`config.mk`:
```
export PLATFORM = sky130hd
export DESIGN_NAME = ula_seq_flat
export DESIGN_NICKNAME = d
export VERILOG_FILES = /design/src/rtl/ula_seq_if.sv /design/src/rtl/ula_seq.sv /design/src/flat_wrapper.sv
export SDC_FILE = /design/constraint.sdc
export NUM_CORES = 1
export LEC_CHECK = 0
export BUFFER_PORTS_ARGS = -buffer_cell sky130_fd_sc_hd__clkbuf_2
export CAP_MARGIN = 20
export CORE_MARGIN = 8
export CORE_UTILIZATION = 53
export CTS_BUF_LIST = sky130_fd_sc_hd__clkbuf_2
export DETAILED_ROUTE_END_ITERATION = 16
export HOLD_SLACK_MARGIN = 0.02
export PLACE_DENSITY = 0.86
export SLEW_MARGIN = 0
export SYNTH_ARGS = -nofsm -noshare
export SYNTH_HDL_FRONTEND = slang
export SYNTH_SLANG_ARGS = --single-unit
```
`constraint.sdc`:
```
create_clock -name clk -period 3.3 [get_ports clk]
set_clock_uncertainty 0.2 [all_clocks]
set_input_delay 0.99 -clock clk [delete_from_list [all_inputs] [get_ports clk]]
set_output_delay 0.99 -clock clk [all_outputs]
set_load 0.01 [all_outputs]
```
`src/rtl/ula_seq_if.sv`:
```
// Handshake/bus bundle between the ALU sequencer and its decoder, operand stack and ula.
// master = environment side (decoder/stack/ula), slave = the sequencer.
interface ula_seq_if #(
    parameter int unsigned DATA_SIZE = 11,
    parameter int unsigned DEPTH_W   = 4
);
    logic                 start;
    logic [3:0]           opcode;
    logic                 busy;
    logic                 done;
    logic [1:0]           err;
    logic [DATA_SIZE-1:0] stk_rdata;
    logic [DEPTH_W-1:0]   stk_depth;
    logic                 stk_pop;
    logic                 stk_push;
    logic [DATA_SIZE-1:0] stk_wdata;
    logic [DATA_SIZE-1:0] ula_a;
    logic [DATA_SIZE-1:0] ula_b;
    logic [3:0]           ula_op;
    logic [DATA_SIZE-1:0] ula_out;

    modport master (
        output start, opcode, stk_rdata, stk_depth, ula_out,
        input  busy, done, err, stk_pop, stk_push, stk_wdata, ula_a, ula_b, ula_op
    );

    modport slave (
        input  start, opcode, stk_rdata, stk_depth, ula_out,
        output busy, done, err, stk_pop, stk_push, stk_wdata, ula_a, ula_b, ula_op
    );
endinterface

```
`src/rtl/ula_seq.sv`:
```
// Stack-machine ALU sequencer: pop operands, run ula, push result, one instruction per start.
// Optional macro ULA_SEQ_DIV0_TRAP_EN traps DIV with a zero top-of-stack before any pop.
module ula_seq #(
    parameter int unsigned DATA_SIZE = 11,
    parameter int unsigned DEPTH_W   = 4
) (
    input  logic       clk,
    input  logic       rst_n,
    ula_seq_if.slave   bus
);
    localparam int unsigned OP_W = 4;
    localparam logic [OP_W-1:0] OP_DIV  = OP_W'(3);
    localparam logic [OP_W-1:0] OP_NOT  = OP_W'(9);
    localparam logic [1:0] ERR_OK    = 2'b00;
    localparam logic [1:0] ERR_UFLOW = 2'b01;
    localparam logic [1:0] ERR_OPC   = 2'b10;
    localparam logic [1:0] ERR_DIV0  = 2'b11;

    typedef enum logic [2:0] {
        IDLE, POP_B, POP_A, EXEC, PUSH, DONE, ERR
    } state_t;

    state_t               state_q;
    logic [DATA_SIZE-1:0] a_q, b_q, res_q;
    logic [OP_W-1:0]      op_q;
    logic                 busy_q, done_q, pop_q, push_q;
    logic [1:0]           err_q;

    state_t               acc_state_c;
    logic [1:0]           acc_err_c;
    logic                 is_not_c;

    // Accept-time decode of the requested opcode against stack occupancy.
    always_comb begin
        is_not_c    = (bus.opcode == OP_NOT);
        acc_state_c = is_not_c ? POP_A : POP_B;
        acc_err_c   = ERR_OK;
        if (bus.opcode > OP_NOT) begin
            acc_state_c = ERR;
            acc_err_c   = ERR_OPC;
        end else if (bus.stk_depth < (is_not_c ? DEPTH_W'(1) : DEPTH_W'(2))) begin
            acc_state_c = ERR;
            acc_err_c   = ERR_UFLOW;
        end
`ifdef ULA_SEQ_DIV0_TRAP_EN
        else if ((bus.opcode == OP_DIV) && (bus.stk_rdata == '0)) begin
            acc_state_c = ERR;
            acc_err_c   = ERR_DIV0;
        end
`else
        else if (bus.opcode == OP_DIV) begin
            acc_state_c = POP_B;
            acc_err_c   = ERR_OK;
        end
`endif
    end

    // Sequencer FSM with registered strobes and status.
    always_ff @(posedge clk or negedge rst_n) begin
        if (!rst_n) begin
            state_q <= IDLE;
            a_q     <= '0;
            b_q     <= '0;
            res_q   <= '0;
            op_q    <= '0;
            busy_q  <= 1'b0;
            done_q  <= 1'b0;
            pop_q   <= 1'b0;
            push_q  <= 1'b0;
            err_q   <= ERR_OK;
        end else begin
            pop_q  <= 1'b0;
            push_q <= 1'b0;
            done_q <= 1'b0;
            err_q  <= ERR_OK;
            case (state_q)
                IDLE: begin
                    if (bus.start) begin
                        op_q    <= bus.opcode;
                        busy_q  <= 1'b1;
                        state_q <= acc_state_c;
                        if (acc_state_c == ERR) begin
                            done_q <= 1'b1;
                            err_q  <= acc_err_c;
                        end else begin
                            pop_q <= 1'b1;
                            if (acc_state_c == POP_A) b_q <= '0;
                        end
                    end
                end
                POP_B: begin
                    b_q     <= bus.stk_rdata;
                    pop_q   <= 1'b1;
                    state_q <= POP_A;
                end
                POP_A: begin
                    a_q     <= bus.stk_rdata;
                    state_q <= EXEC;
                end
                EXEC: begin
                    res_q   <= bus.ula_out;
                    push_q  <= 1'b1;
                    state_q <= PUSH;
                end
                PUSH: begin
                    done_q  <= 1'b1;
                    state_q <= DONE;
                end
                DONE, ERR: begin
                    busy_q  <= 1'b0;
                    state_q <= IDLE;
                end
                default: begin
                    busy_q  <= 1'b0;
                    state_q <= IDLE;
                end
            endcase
        end
    end

    assign bus.busy      = busy_q;
    assign bus.done      = done_q;
    assign bus.err       = err_q;
    assign bus.stk_pop   = pop_q;
    assign bus.stk_push  = push_q;
    assign bus.stk_wdata = res_q;
    assign bus.ula_a     = a_q;
    assign bus.ula_b     = b_q;
    assign bus.ula_op    = op_q;
endmodule

```
`src/flat_wrapper.sv`:
```
// flat-port wrapper written by rule: the top's interface ports become plain ports
module ula_seq_flat 
#(
    parameter int unsigned DATA_SIZE = 11,
    parameter int unsigned DEPTH_W   = 4
)
  (clk, rst_n, bus_start, bus_opcode, bus_stk_rdata, bus_stk_depth, bus_ula_out, bus_busy, bus_done, bus_err, bus_stk_pop, bus_stk_push, bus_stk_wdata, bus_ula_a, bus_ula_b, bus_ula_op);
  ula_seq_if #(.DATA_SIZE(DATA_SIZE), .DEPTH_W(DEPTH_W)) bus_i ();
  input  logic clk;
  input  logic rst_n;
  input wire logic [$bits(bus_i.start)-1:0] bus_start;
  input wire logic [$bits(bus_i.opcode)-1:0] bus_opcode;
  input wire logic [$bits(bus_i.stk_rdata)-1:0] bus_stk_rdata;
  input wire logic [$bits(bus_i.stk_depth)-1:0] bus_stk_depth;
  input wire logic [$bits(bus_i.ula_out)-1:0] bus_ula_out;
  output wire logic [$bits(bus_i.busy)-1:0] bus_busy;
  output wire logic [$bits(bus_i.done)-1:0] bus_done;
  output wire logic [$bits(bus_i.err)-1:0] bus_err;
  output wire logic [$bits(bus_i.stk_pop)-1:0] bus_stk_pop;
  output wire logic [$bits(bus_i.stk_push)-1:0] bus_stk_push;
  output wire logic [$bits(bus_i.stk_wdata)-1:0] bus_stk_wdata;
  output wire logic [$bits(bus_i.ula_a)-1:0] bus_ula_a;
  output wire logic [$bits(bus_i.ula_b)-1:0] bus_ula_b;
  output wire logic [$bits(bus_i.ula_op)-1:0] bus_ula_op;
  assign bus_i.start = bus_start;
  assign bus_i.opcode = bus_opcode;
  assign bus_i.stk_rdata = bus_stk_rdata;
  assign bus_i.stk_depth = bus_stk_depth;
  assign bus_i.ula_out = bus_ula_out;
  assign bus_busy = bus_i.busy;
  assign bus_done = bus_i.done;
  assign bus_err = bus_i.err;
  assign bus_stk_pop = bus_i.stk_pop;
  assign bus_stk_push = bus_i.stk_push;
  assign bus_stk_wdata = bus_i.stk_wdata;
  assign bus_ula_a = bus_i.ula_a;
  assign bus_ula_b = bus_i.ula_b;
  assign bus_ula_op = bus_i.ula_op;
  ula_seq #(.DATA_SIZE(DATA_SIZE), .DEPTH_W(DEPTH_W)) u_core (.clk(clk), .rst_n(rst_n), .bus(bus_i));
endmodule
```
# [Yosys cells after proc, flatten, opt, wreduce, memory -nomap -nowiden]
# Index checks and enable logic that the tools add are counted.
# Widths: inputs -> output; s select.
[word_totals] inputBits=33 word_cells=55 ff_bits=46 out_inout_bits=43
[op_classes] magnitude_cmp=2 bitwise=1 n_reduce_logical=6 n_eq_ne=11 mux=25
[ops] op="$mux 11" n=3
[ops] op="$pmux 11 s2" n=1
[ops] op="$pmux 3 s5" n=1
[ops] op="$mux 2" n=6
[ops] op="$mux 3" n=4
[ops] op="$eq 3x2->1 const B" n=3
[ops] op="$mux 1" n=7
[ops] op="$eq 3x3->1 const B" n=2
[ops] op="$pmux 1 s2" n=3
[ops] op="$eq 4x2->1 const B" n=1
[ops] op="$eq 4x4->1 const B" n=1
[ops] op="$gt 4x4->1 const B" n=1
[ops] op="$lt 4x4->1" n=1
[ops] op="$ne 2x2->1 const B" n=2
[ops] op="$reduce_and 2->1" n=2
[ops] op="$reduce_and 4->1" n=1
[ops] op="$reduce_or 4->1" n=1
[ops] op="$eq 3x1->1 const B" n=1
[ops] op="$logic_not 3->1" n=1
[ops] op="$ne 2x1->1 const B" n=1
[ops] op="$reduce_bool 2->1" n=1
[ops] op="$not 1->1" n=1

# [Longest topological paths before layout]
# Gate-level depths: netlist of the first run.
[depth] depth_word=10 ltp_mapped=8 mapped_depth_nobuf=7

# [Worst setup path after synthesis of the first run]
# Ideal clock, no wire load.
[synth_timing] kind="input-to-reg" from="in bus_opcode[2]" to="reg u_core.b_q[0], in the netlist u_core.bus.ula_b[0]" t_arrival_ps=2335 n_path_buf=1 setup_time_ps=127 slack_ps=638 path_stages=8 required_ps=2973 cell_sequence="nand4bb_2 inv_1 ha_1 nor4_1 nor4_2 buf_4 a22oi_1 o21ai_1"
[synth_between] elab_chain_len=8 word_cells_on_any_way=14 classes_between="2 x order compare; 6 x eq/ne; 5 x mux; 1 x reduce/logical"
[synth_lines] item="start: declaration" line="flat_wrapper.sv:12" text="input wire logic [$bits(bus_i.opcode)-1:0] bus_opcode;"
[synth_lines] item="$eq 4x4->1" line="ula_seq.sv:35" text="is_not_c = (bus.opcode == OP_NOT);"
[synth_lines] item="$mux 2 (on tied branches)" line="ula_seq.sv:41, ula_seq.sv:36"
[synth_lines] item="$lt 4x4->1 or $mux 3 (tied branches)" line="ula_seq.sv:41, ula_seq.sv:51"
[synth_lines] item="$mux 3" line="ula_seq.sv:41" text="end else if (bus.stk_depth < (is_not_c ? DEPTH_W'(1) : DEPTH_W'(2))) begin"
[synth_lines] item="$mux 3 *" line="ula_seq.sv:38" text="if (bus.opcode > OP_NOT) begin"
[synth_lines] item="$eq 3x3->1 or $eq 3x2->1 (tied branches)" line="ula_seq.sv:82, ula_seq.sv:87"
[synth_lines] item="$ne 2x2->1 (no line) or $ne 2x1->1 (tied branches)"
[synth_lines] item="$reduce_and 4->1 (no line) *"
[synth_lines] item="end signal: assignment" line="ula_seq.sv:92" text="b_q <= bus.stk_rdata;"
[synth_lines] item="end: declaration" line="ula_seq.sv:24" text="logic [DATA_SIZE-1:0] a_q, b_q, res_q;"
# Mark *: on every way between the ends. The rest lies on a longest branch, timed or not.
# A chain may end at the register's enable or synchronous reset.

# [Final worst setup path of the first run]
[layout_timing] from="in bus_opcode[2]" to="reg u_core.b_q[3], in the netlist u_core.bus.ula_b[3]"
# Same word-level chain as after synthesis.

==> results of run 1 <==
cells by family (layout without fill, tap and decap cells):
| logic type | Yosys count | in the layout | share of synthesized area |
|---|---|---|---|
| compound gates | 36 | 36 | 0.1185 |
| flops | 46 | 46 | 0.6025 |
| simple gates | 64 | 64 | 0.1552 |
| fa+ha+maj | 1 | 1 | 0.006548 |
| buf+inv | 11 | 86 | 0.02882 |
| mux | 15 | 15 | 0.08841 |
power by group:
group | internal, mW | total (mW) | switching [mW]
sequential | 0.835 | 1.02 | 0.184
combinational | 0.439 | 0.971 | 0.533
clock | 0.135 | 0.304 | 0.169
synthesized netlist by cell type (all sizes together), types with 2 or more instances:
cell type,n,area share
a21oi,3,0.0079
a22oi,11,0.043
buf,4,0.015
clkbuf,5,0.0098
dfrtp,46,0.60
inv,2,0.0039
mux2,15,0.088
nand2,47,0.092
nor2,6,0.013
nor4,2,0.0098
o21ai,17,0.045
or4,2,0.0098
cell type report:
| cell class | instances | area share |
|---|---|---|
| tap | 48 | 0.02528 |
| sequential | 46 | 0.4845 |
| clock inverter | 1 | 0.01264 |
| clock buffer | 7 | 0.01474 |
| timing repair buffer | 76 | 0.1611 |
| multi-input combinational | 116 | 0.2986 |
| inverter | 2 | 0.003160 |
worst min path at each step:
stage	end	slack (ns)
floorplan	u_core.bus.stk_wdata[0]	0.31
global placement	u_core.bus.stk_wdata[5]	0.26
detailed placement	u_core.bus.stk_wdata[5]	0.26
CTS	u_core.bus.stk_wdata[5]	0.31
global route	u_core.bus.stk_wdata[10]	0.33
finish	u_core.bus.stk_wdata[5]	0.30
stage by stage:
step	worst slack, ns	hold slack (ns)	util	instance area (um^2)	std cells
floorplan	0.6385	0.3107	-	1911	173
global placement	0.2694	0.2589	0.6508	2311	288
detailed placement	0.2286	0.2644	0.6508	2311	288
CTS	0.6804	0.3105	0.6691	2376	296
global route	0.5030	0.3287	0.6691	2376	296
finish	0.6612	0.3021	0.6691	2376	296
state kept, by name, indices dropped and copies added (netlist names):
register and count:
u_core.bus.busy 1, u_core.bus.err 2, u_core.state_q 3, u_core.bus.ula_b 11
u_core.bus.ula_op 4, u_core.bus.stk_pop 1, u_core.bus.ula_a 11, u_core.bus.stk_wdata 11
u_core.bus.done 1, u_core.bus.stk_push 1
critical path, stage by stage:
cell and delay, ns:
clkbuf_2 0.10, nand4bb_2 0.27, inv_1 0.08, ha_1 0.18
nor4_1 0.09, nor4_2 0.79, a22oi_1 0.15, o21ai_1 0.13
routing by layer:
metal,vias to the layer above,GRT usage,share of wire
met2,61,0.2631,0.49
met4,0,0.05294,0.0085
met5,-,0,0
met1,760,0.1639,0.42
met3,5,0.05542,0.089
li1,748,-,-
==> summary.txt, run 1 <==
Detailed routing
  • DRC viols: 0
  • Routed vias: 1574
  • DR vias/cell: 5.318
  • DR pass1 iterations: 4
  • WL final: 4226 um
  • WL per Instance: 14.28 um
  • DRT iter0 DRCs: 85
  • Post-route ant nets: 0

Global route
  • Total track usage: 0.1512
  • Vias in the first global route: 1704
  • First-pass GRT wire length: 7431 um
  • Largest net degree at the start of global routing: 47
  • Global route total overflow: 0
  • Initial antenna violation count: 0

Clock network
  • Num CTS Buffers: 5
  • Worst-path clk slew: 0.21 ns
  • Post-CTS Hold Fix Bufs: 0
  • CTS tree: yes
  • Clock tree buffer depth: 2
  • Clk_lat worst skew: 0.40 ns
  • CTS resizes: 0
  • H-tree depth: 2
  • Post-CTS Setup Bufs: 0
  • Clock Sinks: 46
  • Root Buffer: clkbuf_2

Synthesis
  • YS warnings: 0
  • Average cell area after synthesis: 11.04 um^2
  • Post-synth EDFFs: 0
  • Register area share after synthesis: 0.6025
  • Flop and latch count out of synthesis: 46
  • Main flop type after synthesis: dfrtp_1
  • Post-Syn Area: 1911 um^2
  • Cells after Synth: 173
  • Post-Syn Nets: 207
  • Async SR Flop Fraction: 1.000
  • Synth unique cells: 31

Min path
  • Hold path start: u_core.bus.stk_wdata[5]
  • WHS Path Cells: 2
  • Hold WC Path Type: register to register

Final layout
  • Share of cells above drive strength 1: 0.4234
  • Fillcell total: 275
  • Area occupied by multi-input gates: 709.4 um^2
  • Sequential Area: 1151 um^2
  • Synthesis-to-layout area growth: 24.36%
  • Commonest cells after routing, fill and taps aside: 82 x clkbuf_2, 47 x nand2_1, 46 x dfrtp_1
  • Most common cell after layout, fill and taps aside: clkbuf_2
  • Ant diodes: 0
  • Final nets: 281

Critical path
  • Worst reg2reg path depth: 4
  • Required time of the critical path: 3.45 ns
  • Worst reg2reg path endpoint: u_core.bus.ula_b[3]
  • Reg-to-Reg Start: u_core.state_q[0]
  • Setup crit start: bus_opcode[2]
  • Critical path type: primary input to register
  • Reg-to-reg slack, setup: 1.17 ns
  • CP startpoint kind: primary input
  • Critical Path Sink Type: register
  • CP max FO: 11
  • Worst setup endpoint: u_core.bus.ula_b[3]
  • Worst Path Arrival: 2.79 ns

Place
  • Dpl hpwl: 3208 um
  • PortBufs: 75
  • GP Congestion: 0.7906

Power
  • Cell Pwr Density: 965.4 nW/um^2
  • Max VDD drop: 0.4419 mV
  • Pleak: 1.237 nW
  • Pwr Total: 2.294 mW

Timing
  • FMAX: 379.0 MHz
  • RSZ-0062 raised after global routing: no
  • Normalized max-slew margin: 0.3912
  • Max Slew Vio Count: 0
  • Tcrit/Tclk final: 0.7996
  • Worst Tran Pin Value: 0.9057 ns
  • Final Critical Period: 2.639 ns
  • Final Setup Violations: 0
  • Post-Route Setup TNS: 0 ns
  • Final Hold Fails: 0

Die
  • Effective utilization at floorplan: 0.5381
  • Die height: 76.04 um
  • IO Pins: 76
  • Core Box Area: 3551 um^2
  • Die ar.: 5782 um^2
  • Die width: 76.04 um
  • Cell Rows: 22

Flow run
  • # Max-Cap Violations: 0

Run status
  • Status: finished, final reports clean
No activity file was read; power rests on OpenSTA's default activity.
==> run 2, diff against run 1 <==
--- a/config.mk
+++ b/config.mk
@@ -8,11 +8,11 @@
 export BUFFER_PORTS_ARGS = -buffer_cell sky130_fd_sc_hd__clkbuf_2
 export CAP_MARGIN = 20
 export CORE_MARGIN = 8
-export CORE_UTILIZATION = 53
+export CORE_UTILIZATION = 50
 export CTS_BUF_LIST = sky130_fd_sc_hd__clkbuf_2
 export DETAILED_ROUTE_END_ITERATION = 16
 export HOLD_SLACK_MARGIN = 0.02
-export PLACE_DENSITY = 0.86
+export PLACE_DENSITY = 0.82
 export SLEW_MARGIN = 0
 export SYNTH_ARGS = -nofsm -noshare
 export SYNTH_HDL_FRONTEND = slang
==> constraint.sdc (replaced) <==
create_clock -name clk -period 2.5 [get_ports clk]
set_clock_uncertainty 0.2 [all_clocks]
set_input_delay 0.75 -clock clk [delete_from_list [all_inputs] [get_ports clk]]
set_output_delay 0.75 -clock clk [all_outputs]
set_load 0.01 [all_outputs]
==> summary.txt, run 2 (synthesis gave the netlist of run 1 again) <==
Run status
  • Status: finished, final reports clean

Final layout
  • Synthesis-to-layout area growth: 26.20%
  • Layout Cells excl Fill: 303
  • Share of cells above drive strength 1: 0.4353
  • Commonest cells after routing, fill and taps aside: 81 x clkbuf_2, 47 x nand2_1, 46 x dfrtp_1
  • Ant diodes: 0
  • Final nets: 288
  • Most common cell after layout, fill and taps aside: clkbuf_2

Power
  • Max VDD drop: 0.6145 mV
  • Cell Pwr Density: 1225 nW/um^2
  • Pleak: 1.259 nW

Global route
  • Total track usage: 0.1558
  • Global route total overflow: 0
  • First-pass GRT wire length: 7555 um
  • Vias in the first global route: 1621
  • Largest net degree at the start of global routing: 47
  • Initial antenna violation count: 0

Critical path
  • Worst reg2reg path depth: 4
  • Critical path type: primary input to register
  • Worst Path Buf+Inv: 3
  • Slowest-stage cell, CP: nor4_4
  • CP startpoint kind: primary input
  • Worst path cell trace: clkbuf_2 > nand4bb_2 > inv_1 > ha_1 > nor4_1 > buf_4 > nor4_4 > a22oi_1 > o21ai_1
  • CP max FO: 11
  • WP depth: 9
  • Critical Path Sink Type: register
  • Worst Path Arrival: 2.35 ns
  • Required time of the critical path: 2.64 ns
  • CP max stage delay: 0.56 ns
  • Top delay family on crit path: simple AND/OR/NAND/NOR gates

Clock network
  • CTS tree: yes
  • H-tree depth: 2
  • Clock tree buffer depth: 2
  • Num CTS Buffers: 5
  • Post-CTS Hold Fix Bufs: 0
  • Clock Sinks: 46
  • Worst-path clk slew: 0.22 ns
  • Root Buffer: clkbuf_2
  • Clk_lat worst skew: 0.40 ns

Die
  • Die height: 77.82 um
  • Die width: 77.82 um
  • Die ar.: 6055 um^2
  • Effective utilization at floorplan: 0.5219
  • IO Pins: 76
  • Core Box Area: 3661 um^2
  • Cell Rows: 22

Timing
  • FMAX: 451.7 MHz
  • Normalized max-slew margin: 0.5961
  • Max Slew Vio Count: 0
  • Worst Tran Pin Value: 0.6014 ns
  • Hold Slack: 0.1724 ns
  • Final Setup Violations: 0
  • Final Hold Fails: 0
  • Final Critical Period: 2.214 ns
  • RSZ-0062 raised after global routing: no
  • Tcrit/Tclk final: 0.8855

Detailed routing
  • WL per Instance: 14.91 um
  • Post-route ant nets: 0
  • DR pass1 iterations: 4
  • Routed vias: 1569
  • WL final: 4519 um
  • DRC viols: 0
  • DR vias/cell: 5.178
  • DRT iter0 DRCs: 137

Place
  • Dpl hpwl: 3511 um
  • PortBufs: 75
  • Inst Count DP: 295
  • GP Congestion: 0.7461

Flow run
  • # Max-Cap Violations: 0

Min path
  • Hold WC Path Type: primary input to asynchronous set/reset pin
run 2: where the power goes:
part	internal (mW)	total (mW)	switching (mW)
Clock	0.0689	0.287	0.219
Sequential	1.10	1.35	0.249
Combinational	0.597	1.32	0.719
run 2: through the flow:
| step | power, mW | setup TNS, ns | utilization | instance area (um^2) | setup WS (ns) |
|---|---|---|---|---|---|
| floorplan | 2.148 | 0 | - | 1911 | 0.07846 |
| global placement | 2.642 | -3.732 | 0.6456 | 2364 | -0.3583 |
| detailed placement | 2.709 | -4.135 | 0.6456 | 2364 | -0.4014 |
| CTS | 2.998 | 0 | 0.6562 | 2402 | 0.06412 |
| global route | 3.226 | 0 | 0.6586 | 2411 | 0.1919 |
| finish | 2.954 | 0 | 0.6586 | 2411 | 0.2863 |
run 2: layer usage:
metal / part of all wire / track usage
met1: 0.40 / 0.1691
met2: 0.49 / 0.2556
met3: 0.089 / 0.05876
met4: 0.017 / 0.08868
met5: 0 / 0
run 2: timing repair:
action	CTS	global route
endpoints found under the setup margin	0	11
buffers inserted	0	0
hold endpoints to repair	0	0
resized for setup	0	1
run 2: final timing paths:
kind | start | endpoint | slack, ns
worst max-delay path | bus_opcode[2] | u_core.bus.ula_b[6] | 0.29
worst min-delay path | rst_n | u_core.bus.ula_a[9] | 0.17
worst max register to register | u_core.state_q[0] | u_core.bus.ula_b[6] | 0.57
max in group asynchronous | rst_n | u_core.bus.stk_wdata[1] | 1.53
min in group clk | u_core.bus.stk_wdata[5] | u_core.bus.stk_wdata[5] | 0.30
worst min register to register | u_core.bus.stk_wdata[5] | u_core.bus.stk_wdata[5] | 0.30
run 2: final cells by class:
cell class                 count  area, um^2
timing repair buffer          83       435.4
fill                         297        1250
multi-input combinational    116       718.2
tap                           48       60.06
clock buffer                   6       30.03
clock inverter                 2       8.758
inverter                       2       7.507
sequential                    46        1151
